## src/rtl/lif_pkg.sv

```systemverilog
// Shared definitions for the LIF neuron layer: default width, leak-shift width
// and a width-bounded saturating adder.
package lif_pkg;
    localparam int LIF_WIDTH = 8;
    localparam int BETA_W    = 3;
    localparam int SAT_MAX_W = 31;

    // Unsigned a+b clamped to 2^w-1; callers keep w <= SAT_MAX_W.
    function automatic logic [SAT_MAX_W-1:0] sat_add(input logic [SAT_MAX_W-1:0] a,
                                                     input logic [SAT_MAX_W-1:0] b,
                                                     input int w);
        logic [SAT_MAX_W:0] s;
        logic [SAT_MAX_W:0] lim;
        s   = {1'b0, a} + {1'b0, b};
        lim = ((SAT_MAX_W+1)'(1) << w) - (SAT_MAX_W+1)'(1);
        return (s > lim) ? lim[SAT_MAX_W-1:0] : s[SAT_MAX_W-1:0];
    endfunction
endpackage

```

## src/rtl/lif_if.sv

```systemverilog
// Control/data bundle of the LIF layer: shared controls and currents in,
// spikes, busy flags and the selected membrane state out.
interface lif_if
    import lif_pkg::*;
#(
    parameter int N_NEURONS = 2,
    parameter int WIDTH     = LIF_WIDTH,
    parameter int SEL_W     = 1
);
    logic                        en;
    logic [N_NEURONS*WIDTH-1:0]  current;
    logic [BETA_W-1:0]           beta_shift;
    logic [WIDTH-1:0]            threshold;
    logic [SEL_W-1:0]            state_sel;
    logic [N_NEURONS-1:0]        spike;
    logic [WIDTH-1:0]            state_out;
    logic [N_NEURONS-1:0]        refrac_busy;

    modport master (
        output en, current, beta_shift, threshold, state_sel,
        input  spike, state_out, refrac_busy
    );
    modport slave (
        input  en, current, beta_shift, threshold, state_sel,
        output spike, state_out, refrac_busy
    );
endinterface

```

## src/rtl/lif_cell.sv

```systemverilog
// One leaky-integrate-and-fire neuron: membrane state, registered spike and
// refractory hold counter.
module lif_cell
    import lif_pkg::*;
#(
    parameter int WIDTH         = LIF_WIDTH,
    parameter int REFRAC_CYCLES = 2
) (
    input  logic              clk,
    input  logic              rst_n,
    input  logic              en,
    input  logic [WIDTH-1:0]  current,
    input  logic [BETA_W-1:0] beta_shift,
    input  logic [WIDTH-1:0]  threshold,
    output logic [WIDTH-1:0]  state,
    output logic              spike,
    output logic              refrac_busy
);
    localparam int CNT_W = (REFRAC_CYCLES > 0) ? $clog2(REFRAC_CYCLES + 1) : 1;
    localparam logic [CNT_W-1:0] CNT_LOAD = CNT_W'(REFRAC_CYCLES);

    logic [CNT_W-1:0] cnt;
    logic [WIDTH-1:0] leaked;
    logic [WIDTH-1:0] sum;

    // state >> k never exceeds state, so the leak subtraction cannot underflow.
    always_comb begin
        leaked = state - (state >> beta_shift);
        sum    = WIDTH'(sat_add(SAT_MAX_W'(leaked), SAT_MAX_W'(current), WIDTH));
    end

    always_ff @(posedge clk or negedge rst_n) begin
        if (!rst_n) begin
            state <= '0;
            spike <= 1'b0;
            cnt   <= '0;
        end else if (en) begin
            if (cnt != '0) begin
                cnt   <= cnt - CNT_W'(1);
                state <= '0;
                spike <= 1'b0;
            end else if (sum >= threshold) begin
                cnt   <= CNT_LOAD;
                state <= '0;
                spike <= 1'b1;
            end else begin
                state <= sum;
                spike <= 1'b0;
            end
        end
    end

    assign refrac_busy = (cnt != '0);
endmodule

```

## src/rtl/lif_layer.sv

```systemverilog
// Layer of independent LIF neurons sharing leak/threshold controls; one
// neuron's membrane state is muxed out by state_sel.
module lif_layer
    import lif_pkg::*;
#(
    parameter int N_NEURONS     = 2,
    parameter int WIDTH         = LIF_WIDTH,
    parameter int REFRAC_CYCLES = 2,
    parameter int SEL_W         = (N_NEURONS > 1) ? $clog2(N_NEURONS) : 1
) (
    input  logic clk,
    input  logic rst_n,
    lif_if.slave bus
);
    logic [N_NEURONS-1:0][WIDTH-1:0] states;

    for (genvar i = 0; i < N_NEURONS; i++) begin : g_cell
        lif_cell #(
            .WIDTH         (WIDTH),
            .REFRAC_CYCLES (REFRAC_CYCLES)
        ) u_cell (
            .clk         (clk),
            .rst_n       (rst_n),
            .en          (bus.en),
            .current     (bus.current[i*WIDTH +: WIDTH]),
            .beta_shift  (bus.beta_shift),
            .threshold   (bus.threshold),
            .state       (states[i]),
            .spike       (bus.spike[i]),
            .refrac_busy (bus.refrac_busy[i])
        );
    end

    always_comb begin
        bus.state_out = '0;
        if (int'(bus.state_sel) < N_NEURONS)
            bus.state_out = states[bus.state_sel];
    end
endmodule

```

## src/flat_wrapper.sv

```systemverilog
// flat-port wrapper written by rule: the top's interface ports become plain ports
module lif_layer_flat import lif_pkg::*;
#(
    parameter int N_NEURONS     = 2,
    parameter int WIDTH         = LIF_WIDTH,
    parameter int REFRAC_CYCLES = 2,
    parameter int SEL_W         = (N_NEURONS > 1) ? $clog2(N_NEURONS) : 1
)
  (clk, rst_n, bus_en, bus_current, bus_beta_shift, bus_threshold, bus_state_sel, bus_spike, bus_state_out, bus_refrac_busy);
  lif_if #(.N_NEURONS(N_NEURONS), .WIDTH(WIDTH), .SEL_W(SEL_W)) bus_i ();
  input  logic clk;
  input  logic rst_n;
  input wire logic [$bits(bus_i.en)-1:0] bus_en;
  input wire logic [$bits(bus_i.current)-1:0] bus_current;
  input wire logic [$bits(bus_i.beta_shift)-1:0] bus_beta_shift;
  input wire logic [$bits(bus_i.threshold)-1:0] bus_threshold;
  input wire logic [$bits(bus_i.state_sel)-1:0] bus_state_sel;
  output wire logic [$bits(bus_i.spike)-1:0] bus_spike;
  output wire logic [$bits(bus_i.state_out)-1:0] bus_state_out;
  output wire logic [$bits(bus_i.refrac_busy)-1:0] bus_refrac_busy;
  assign bus_i.en = bus_en;
  assign bus_i.current = bus_current;
  assign bus_i.beta_shift = bus_beta_shift;
  assign bus_i.threshold = bus_threshold;
  assign bus_i.state_sel = bus_state_sel;
  assign bus_spike = bus_i.spike;
  assign bus_state_out = bus_i.state_out;
  assign bus_refrac_busy = bus_i.refrac_busy;
  lif_layer #(.N_NEURONS(N_NEURONS), .WIDTH(WIDTH), .REFRAC_CYCLES(REFRAC_CYCLES), .SEL_W(SEL_W)) u_core (.clk(clk), .rst_n(rst_n), .bus(bus_i));
endmodule
```

## config.mk

```make
export PLATFORM = sky130hd
export DESIGN_NAME = lif_layer_flat
export DESIGN_NICKNAME = d
export VERILOG_FILES = /design/src/rtl/lif_pkg.sv /design/src/rtl/lif_if.sv /design/src/rtl/lif_cell.sv /design/src/rtl/lif_layer.sv /design/src/flat_wrapper.sv
export SDC_FILE = /design/constraint.sdc
export NUM_CORES = 1
export LEC_CHECK = 0
export CELL_PAD_IN_SITES_DETAIL_PLACEMENT = 2
export CELL_PAD_IN_SITES_GLOBAL_PLACEMENT = 2
export CORE_MARGIN = 2
export CORE_UTILIZATION = 23
export DETAILED_ROUTE_END_ITERATION = 10
export PLACE_DENSITY = 0.68
export SETUP_SLACK_MARGIN = 0.5
export SLEW_MARGIN = 15
export SYNTH_ARGS = -nofsm -noshare
export SYNTH_HDL_FRONTEND = slang
export SYNTH_HIERARCHICAL = 1
export SYNTH_SLANG_ARGS = --single-unit
```

## constraint.sdc

```tcl
create_clock -name clk -period 12.2 [get_ports clk]
set_clock_uncertainty 0.15 [all_clocks]
set_input_delay 2.44 -clock clk [delete_from_list [all_inputs] [get_ports clk]]
set_output_delay 2.44 -clock clk [all_outputs]
set_load 0.005 [all_outputs]
```

==> impl_metrics.csv <==
group,metric,value,unit
status,status,"complete, no violations",
floorplan,num_rows,43,
critical_path,arrival,8.95,ns
timing,min_period,8.95,ns
layout,nets,526,
timing,slew_violations,0,
global_routing,grt_pass1_wl,17.3,mm
cts,cts_tree,"yes",
logic_synthesis,yosysWarningCount,6,
global_routing,grt_max_degree,33,
timing,finalHoldViolations,0,
logic_synthesis,syn_nets,491,
critical_path,cp_max_fo,30,
critical_path,r2r-start,"u_core/g_cell[0].u_cell/state[4]$_DFFE_PN0P_",
placed_design,placed_cells,616,
timing,timing.hold.ws,0.350,ns
logic_synthesis,synth.yosys.seq_area_share,0.168,
timing,worstMarginPinSlew,1.05,ns
routing,drtIter0Drc,114,
layout,drive_gt1_frac,0.0500,
global_routing,grt_pass1_vias,3359,
logic_synthesis,synth_top_cell_by_area,"ha_1",
timing,fin_crit_sh,0.734,
floorplan,die_area,15200,um2
logic_synthesis,synth_cell_type_count,52,
logic_synthesis,yosys-top-cells-count,"inv_1, ha_1, nor2_1, o21ai_0, dfrtp_1",
floorplan,core-area,13900,um2
critical_path,reg2reg_depth,23,
cts,clkSinkCount,22,
routing,wl_per_cell,16.5,um
cts,holdBufCountCts,0,
worst_hold_path,holdCritPathClass,"reg2reg",
layout,fin_area,3970,um2
logic_synthesis,synth_edf_count,0,
critical_path,r2r_slack,6.03,ns
pwr,power_leakage,1.75,nW
timing,finalSetupViolCount,0,
critical_path,startpoint,"bus_beta_shift[1]",
logic_synthesis,netlist_top_cells_area,"ha_1, dfrtp_1, inv_1",
floorplan,dieWidth,123,um
cts,insertion_delay,0.26,ns
layout,final_cell_count_no_fill,620,
floorplan,initial_core_util,0.236,
timing,tns,0,ns
cts,numCtsBuffers,3,
pwr,powerDensity,251,nW/um2
layout,fill_cells,1625,
cts,clockBufferDepth,2,
global_routing,grt_antenna_before_repair,0,
logic_synthesis,synth_cells,406,
critical_path,endpoint_kind,"flip-flop",
timing,grt_setup_unrepaired,"false",
routing,post-route-drc-count,0,
placed_design,dp_hpwl,8.41,mm
logic_synthesis,ys.flop_type,"dfrtp_1",
layout,diodes,0,
placed_design,portBuffers,42,
critical_path,required,12.20,ns
logic_synthesis,post-synth-top-count-cell,"inv_1",
timing,max_slew_margin,0.301,
placed_design,place_area,3870,um2
cts,cts_root_buffer,"clkbuf_16",
routing,via_count,3061,
critical_path,worstSetupEndpoint,"u_core/g_cell[0].u_cell/state[7]$_DFFE_PN0P_",
routing,detail-route-antenna-nets,0,
layout,area_delta_synth_final,21.3,%
cts,htreeDepth,1,
floorplan,die_h,123,um
critical_path,critPathLaunchType,"input port",
global_routing,gr-total-overflow,0,
run,cap_violations,0,
routing,wl,10.2,mm
timing,fmax,0.112,GHz
placed_design,gp_congestion,0.797,
routing,first_pass_iters,4,
placed_design,pre_cts_slack,3.00,ns
cts,clk_pin_slew_worst_paths,0.07,ns
critical_path,r2r-end,"u_core/g_cell[0].u_cell/state[7]$_DFFE_PN0P_",
routing,vias_per_cell,4.94,
logic_synthesis,ys_seq_elements,22,
cts,cts_resized,0,
logic_synthesis,syn_area,3280,um2
timing,worst_slack,3.25,ns
cts,postCtsSetupBuffers,0,
logic_synthesis,async_flop_share,1.00,
pwr,ir_drop,0.124,mV
logic_synthesis,synth.top_cell.area_share,0.191,
critical_path,path_class,"in2reg",
logic_synthesis,syn_area_per_cell,8.07,um2
global_routing,grt_use_total,0.141,
floorplan,ios,43,
[worst min path at each step]
| stage | from | endpoint | slack, ns | cells past startpoint |
|---|---|---|---|---|
| floorplan | u_core/g_cell[1].u_cell/cnt[0]$_DFFE_PN0P_ | u_core/g_cell[1].u_cell/cnt[0]$_DFFE_PN0P_ | 0.31 | 1 |
| global placement | u_core/g_cell[1].u_cell/cnt[0]$_DFFE_PN0P_ | u_core/g_cell[1].u_cell/cnt[0]$_DFFE_PN0P_ | 0.33 | 1 |
| detailed placement | u_core/g_cell[1].u_cell/cnt[0]$_DFFE_PN0P_ | u_core/g_cell[1].u_cell/cnt[0]$_DFFE_PN0P_ | 0.34 | 1 |
| CTS | u_core/g_cell[1].u_cell/cnt[0]$_DFFE_PN0P_ | u_core/g_cell[1].u_cell/cnt[0]$_DFFE_PN0P_ | 0.36 | 1 |
| global route | u_core/g_cell[1].u_cell/cnt[0]$_DFFE_PN0P_ | u_core/g_cell[1].u_cell/cnt[0]$_DFFE_PN0P_ | 0.39 | 1 |
| finish | u_core/g_cell[1].u_cell/cnt[0]$_DFFE_PN0P_ | u_core/g_cell[1].u_cell/cnt[0]$_DFFE_PN0P_ | 0.35 | 1 |
[cells by family (layout without fill, tap and decap cells)]
logic type               Yosys count  after routing  synth area share
AO/OA/AOI/OAI                    115            115             0.238
XOR/XNOR                          14             14            0.0374
adder cells (fa/ha/maj)           54             54             0.215
buffers and inverters             74            108            0.0871
flip-flops                        22             22             0.168
multiplexers                      25             25            0.0894
AND/OR/NAND/NOR                  102            102             0.165
[stage by stage]
stage	power [W]	utilization
6_report	0.000998	0.286
5_1_grt	0.00112	0.286
4_1_cts	0.00102	0.287
3_5_place_dp	0.000909	0.279
3_3_place_gp	0.000865	0.279
2_1_floorplan	0.000674	-
[where the power goes]
group	internal [W]	switching, W	total (W)
Sequential	0.0000938	0.0000241	0.000118
Combinational	0.000337	0.000448	0.000785
Clock	0.0000653	0.0000298	0.0000951
Total	0.000496	0.000502	0.000998
[metal layers]
layer	global-route usage	part of all wire	up-vias
li1	-	-	1513
met1	0.197	0.50	1513
met2	0.246	0.48	31
met3	0.0125	0.022	4
met4	0.0107	0.0030	0
met5	0	0	-
[state kept, by name, summed over array words and instances, names as in the netlist]
name,count
u_core/g_cell.u_cell/spike,2
u_core/g_cell.u_cell/cnt,4
u_core/g_cell.u_cell/state,16
[critical path, cell delays in order]
cell             delay, ns
clkdlybuf4s50_1       1.16
nor2b_1               0.10
a211oi_1              0.25
a21oi_1               0.10
nand2_1               0.10
o21ai_0               0.11
ha_1                  0.26
fa_1                  0.41
nor2b_1               0.12
o21ai_0               0.11
a21boi_0              0.34
nor2_1                0.11
ha_1                  0.38
a21oi_1               0.28
nand2b_1              0.28
a311oi_4              0.17
nor3_1                0.43
inv_1                 0.09
ha_1                  0.30
a211oi_1              0.32
o21ai_0               0.18
a21oi_1               0.30
nand2_1               0.25
o32ai_1               0.35
[placed cells by master, fill, tap and decap left out, types with 4 or more instances in the layout]
| cell type | instances |
|---|---|
| o21a_1 | 7 |
| a21oi_1 | 15 |
| mux2i_1 | 15 |
| nor3b_1 | 5 |
| o22ai_1 | 12 |
| mux2_4 | 8 |
| ha_1 | 50 |
| inv_1 | 61 |
| xor2_1 | 4 |
| nand2_1 | 18 |
| o21ai_1 | 5 |
| xnor2_1 | 10 |
| nor3_1 | 6 |
| nand3_1 | 4 |
| dfrtp_1 | 22 |
| o21ai_0 | 26 |
| o211ai_1 | 8 |
| clkdlybuf4s50_1 | 41 |
| nor2_1 | 27 |
| or3_1 | 4 |
| fa_1 | 4 |
| nor2b_1 | 18 |
| nand2b_1 | 6 |
| a211oi_1 | 13 |
[layout make-up]
type / count / area, um2 / share of cell area
multi-input combinational: 310 / 2440 / 0.614
inverter: 61 / 229 / 0.0576
sequential: 22 / 551 / 0.139
clock inverter: 1 / 30.0 / 0.00756
timing repair buffer: 43 / 423 / 0.106
tap: 180 / 225 / 0.0567
clock buffer: 3 / 75.1 / 0.0189
No activity file was read; power rests on OpenSTA's default activity.
